[config.mk]
export PLATFORM = sky130hd
export DESIGN_NAME = pushbutton_processor_multi
export DESIGN_NICKNAME = d
export VERILOG_FILES = /design/src/rtl/pushbutton_processor_multi.sv
export SDC_FILE = /design/constraint.sdc
export NUM_CORES = 1
export LEC_CHECK = 0
export ABC_AREA = 1
export CORE_UTILIZATION = 40
export DETAILED_ROUTE_END_ITERATION = 16
export DONT_BUFFER_PORTS = 1
export GPL_TIMING_DRIVEN = 0
export HOLD_SLACK_MARGIN = 0.03
export PLACE_DENSITY = 0.55
export SLEW_MARGIN = 5
export SYNTH_ARGS = -nofsm -noshare
export SYNTH_HDL_FRONTEND = slang
export SYNTH_SLANG_ARGS = --single-unit
export TNS_END_PERCENT = 10
[constraint.sdc]
create_clock -name clk_1khz -period 4.2 [get_ports clk_1khz]
set_input_delay 0.84 -clock clk_1khz [delete_from_list [all_inputs] [get_ports clk_1khz]]
set_output_delay 0.84 -clock clk_1khz [all_outputs]
set_load 0.03 [all_outputs]
[src/rtl/pushbutton_processor_multi.sv]
// Multi-channel pushbutton front end: synchronise, debounce and classify each press
// into a short pulse, or a long pulse followed by optional auto-repeat pulses.
module pushbutton_processor_multi #(
  parameter int N_CH        = 2,
  parameter int DEBOUNCE_MS = 20,
  parameter int LONG_MS     = 2000,
  parameter int REPEAT_MS   = 250
) (
  input  logic            clk_1khz,
  input  logic            rst_i,
  input  logic [N_CH-1:0] pushbutton_i,
  output logic [N_CH-1:0] level_o,
  output logic [N_CH-1:0] short_o,
  output logic [N_CH-1:0] long_o,
  output logic [N_CH-1:0] repeat_o
);

  localparam int DB_W   = $clog2(DEBOUNCE_MS + 1);
  localparam int HOLD_W = $clog2(LONG_MS + 1);
  localparam int REP_W  = (REPEAT_MS > 0) ? $clog2(REPEAT_MS + 1) : 1;
  localparam bit REP_EN = (REPEAT_MS > 0);

  localparam logic [DB_W-1:0]   DB_LAST   = DB_W'(DEBOUNCE_MS - 1);
  localparam logic [HOLD_W-1:0] HOLD_LAST = HOLD_W'(LONG_MS - 1);
  localparam logic [HOLD_W-1:0] HOLD_MAX  = HOLD_W'(LONG_MS);
  localparam logic [REP_W-1:0]  REP_LAST  = REP_W'(REPEAT_MS - 1);

  typedef enum logic [1:0] {
    IDLE    = 2'd0,
    PRESSED = 2'd1,
    HELD    = 2'd2
  } state_t;

  for (genvar i = 0; i < N_CH; i++) begin : g_ch
    logic              sync_a;
    logic              sync_b;
    logic              level_q;
    logic [DB_W-1:0]   db_cnt;
    logic [HOLD_W-1:0] hold_cnt;
    logic [REP_W-1:0]  rep_cnt;
    logic              short_q;
    logic              long_q;
    logic              rep_q;
    logic              toggle;
    state_t            state;

    // level_q flips on this edge; lets the FSM act in the same cycle as the level change
    assign toggle = (sync_b != level_q) && (db_cnt == DB_LAST);

    always_ff @(posedge clk_1khz) begin
      if (rst_i) begin
        sync_a   <= 1'b0;
        sync_b   <= 1'b0;
        level_q  <= 1'b0;
        db_cnt   <= '0;
        hold_cnt <= '0;
        rep_cnt  <= '0;
        short_q  <= 1'b0;
        long_q   <= 1'b0;
        rep_q    <= 1'b0;
        state    <= IDLE;
      end else begin
        sync_a <= pushbutton_i[i];
        sync_b <= sync_a;

        if (sync_b == level_q) begin
          db_cnt <= '0;
        end else if (toggle) begin
          db_cnt  <= '0;
          level_q <= ~level_q;
        end else begin
          db_cnt <= db_cnt + 1'b1;
        end

        if (toggle && !level_q) begin
          hold_cnt <= '0;
        end else if (level_q && hold_cnt != HOLD_MAX) begin
          hold_cnt <= hold_cnt + 1'b1;
        end

        short_q <= 1'b0;
        long_q  <= 1'b0;
        rep_q   <= 1'b0;

        case (state)
          IDLE: begin
            if (toggle && !level_q) state <= PRESSED;
          end
          PRESSED: begin
            if (!level_q) begin
              short_q <= 1'b1;
              state   <= toggle ? PRESSED : IDLE;
            end else if (hold_cnt == HOLD_LAST) begin
              long_q  <= 1'b1;
              rep_cnt <= '0;
              state   <= HELD;
            end
          end
          HELD: begin
            if (!level_q) begin
              state <= toggle ? PRESSED : IDLE;
            end else if (toggle) begin
              state <= IDLE;
            end else if (REP_EN) begin
              if (rep_cnt == REP_LAST) begin
                rep_q   <= 1'b1;
                rep_cnt <= '0;
              end else begin
                rep_cnt <= rep_cnt + 1'b1;
              end
            end
          end
          default: state <= IDLE;
        endcase
      end
    end

    assign level_o[i]  = level_q;
    assign short_o[i]  = short_q;
    assign long_o[i]   = long_q;
    assign repeat_o[i] = rep_q;
  end

endmodule

==> out/results.ini <==
[outcome]
status = finished clean

[cts]
insertion_delay_ns = 0.34
cts.sinks = 64
postCtsSetupBuffers = 0
cts-resized-gates = 0
clockBufferDepth = 2
cts_tree = built
cts_buffers = 9
h-tree-depth = 3
ctsHoldBuffers = 0
clk_transition_reported_paths_ns = 0.06
root_buffer = clkbuf_8

[timing]
finalClockSkew_ns = 0.00933
slew_headroom_pct = 61.9
final_hold_viol_count = 0
rsz0062_at_grt = false
worst_pin_slew_ns = 0.571
fmax_mhz = 550
setup_viol = 0
fin_crit_ns = 1.82
finalSetupTns_ns = 0
min_period_over_period_pct = 43.3
slew_violations = 0

[power]
cellLeakagePower_nw = 1.41
power.total_mw = 1.07
peakVddDrop_mv = 0.175
cellPowerDensity_mw_per_mm2 = 289

[drt]
drtIter0Drc = 96
drc_errors = 0
num_vias = 2997
final_antenna_net_count = 0
drt_pre_antenna_iters = 5
vias_per_cell = 4.79
routed_wl_um = 6670
wire_per_inst_um = 10.7

[critical_path]
cp_max_fo = 6
end_kind = output pin
cp_num_cells = 1
cp.arrival_ns = 0.98
required_ns = 3.36
critPathBufInv = 1
critPathKind = flop to output pin
crit_path_start_kind = flop
slowest_delay_ns = 0.44
r2r_cells = 10
cp_slowest_cell = dfxtp_1
cp_top_family = flip-flops
cp_cell_sequence = buf_4

[floorplan]
die_h_um = 94.2
core.rowCount = 33
die_w_um = 94.2
core_sq_mm = 0.00822
initial_core_util_pct = 41.4
num_io_pins = 12
dieArea_sq_mm = 0.00887

[placement]
port_buffers = 0
gp_congestion = 0.807
dp_hpwl_um = 4770

[global_routing]
grt_max_degree = 11
use_met3_pct = 5.50
grt-busiest-layer = met2
antenna_found_initial = 0
grt_usage_pct = 16.9
grt_overflow_total = 0
grt_pass1_wl_um = 11800
grt_pass1_vias = 2751
grt_use_met2_pct = 28.2
met1_usage_pct = 20.6

[logic_synthesis]
seq_area_frac_synth_pct = 37.7
synth_compound_area_share_pct = 9.05
synth.top_cell.area_share_pct = 37.7
ys_async_sr_fraction_pct = 0
syn-num-nets = 521
synth-main-ff-cell = dfxtp_1
synth_cell_types = 33
ys_warn_count = 0
synth_top_family_by_area = simple AND/OR/NAND/NOR gates
netlist_top_cells_count = nand2_1, nor2_1, inv_1
synth_most_common_cell = nand2_1
yosys.area_share.adder_pct = 3.68
synth_top_cells_by_area = dfxtp_1, nand2_1, nor2_1
avgSynthCellArea_sq_um = 6.71
synth_edf_count = 0
yosysTopAreaCell = dfxtp_1
ys_seq_elements = 64
synth_xor_area_share_pct = 2.83
syn_area_sq_mm = 0.00340
synth_simple_gate_area_share_pct = 35.4
synth_cells = 507
muxShareOfSynthArea_pct = 0

[layout]
regArea_sq_mm = 0.00128
nNetsFinal = 532
antenna_cells = 0
multi_input_area_sq_mm = 0.00173
syn2layout_area_growth_pct = 8.39
drive_gt1_share_pct = 9.21
fill_cells = 873

[min_path]
worst_hold_path_type = flop to flop
holdPathStages = 2

[run]
cap_violations = 0

## metal layers
metal / part of all wire, % / up-vias
met5: 0 / -
met4: 1.2 / 0
met3: 3.0 / 6
met2: 46 / 22
met1: 50 / 1356
li1: - / 1613
## worst register-to-register path, cell delays in order (launching register included)
cell,delay [ns]
dfxtp_1,0.35
ha_1,0.21
inv_1,0.07
nor2_1,0.15
nand2_1,0.09
nor2_1,0.15
nand2_1,0.10
nand2_2,0.19
inv_1,0.09
o21ai_0,0.08
a21oi_1,0.06
## power breakdown
group	switching (mW)	internal (mW)	total [mW]
logic	0.0147	0.00483	0.0195
registers	0.00124	0.609	0.611
clock network	0.212	0.223	0.435
## final timing paths
| kind | from | endpoint | slack, ns |
|---|---|---|---|
| max | g_ch[1].level_q$_SDFFE_PP0P_ | level_o[1] | 2.38 |
| min | g_ch[1].sync_a$_SDFF_PP0_ | g_ch[1].sync_b$_SDFF_PP0_ | 0.40 |
| max reg2reg | g_ch[0].db_cnt[0]$_SDFF_PP0_ | g_ch[0].hold_cnt[1]$_SDFFE_PP0P_ | 2.56 |
| min reg2reg | g_ch[1].sync_a$_SDFF_PP0_ | g_ch[1].sync_b$_SDFF_PP0_ | 0.40 |
## kinds of logic after synthesis
kind of cell,Yosys count
compound gates,57
xor+xnor,11
fa+ha+maj,10
buf+inv,89
flops,64
simple gates,276
## layout by cell type (no fill, tap or decap), types with 7 or more instances in the layout
cell type / instances
clkbuf_8: 10
nor2_1: 77
nand2_1: 119
ha_1: 10
nand3_1: 49
nand2_2: 7
dfxtp_1: 64
xor2_1: 7
a21oi_1: 37
buf_4: 10
inv_1: 65
nor3_1: 8
o21ai_0: 8
## layout make-up
class / instances / area share [%]
Multi-Input combinational cell: 354 / 47.0
Sequential cell: 64 / 34.8
Inverter: 70 / 7.13
Clock buffer: 13 / 4.04
Tap cell: 105 / 3.57
Buffer: 19 / 3.33
Clock inverter: 1 / 0.136
## metrics by stage
step	cell area, sq um	instances	hold slack [ns]	util, %	setup WS, ns
after floorplan	3400	507	0.388	-	2.56
after global placement	3530	612	0.400	43.0	2.17
after detailed placement	3530	612	0.399	43.0	2.17
after CTS	3680	626	0.408	44.8	2.36
after global routing	3680	626	0.417	44.8	2.30
final	3680	626	0.405	44.8	2.38
## registers in the layout, indices dropped and copies added (netlist names)
| name | flops |
|---|---|
| g_ch.rep_cnt | 16 |
| g_ch.long_q | 2 |
| g_ch.state | 4 |
| g_ch.sync_a | 2 |
| g_ch.rep_q | 2 |
| g_ch.hold_cnt | 22 |
| g_ch.sync_b | 2 |
| g_ch.level_q | 2 |
| g_ch.short_q | 2 |
| g_ch.db_cnt | 10 |
(Power assumes the default switching activity.)
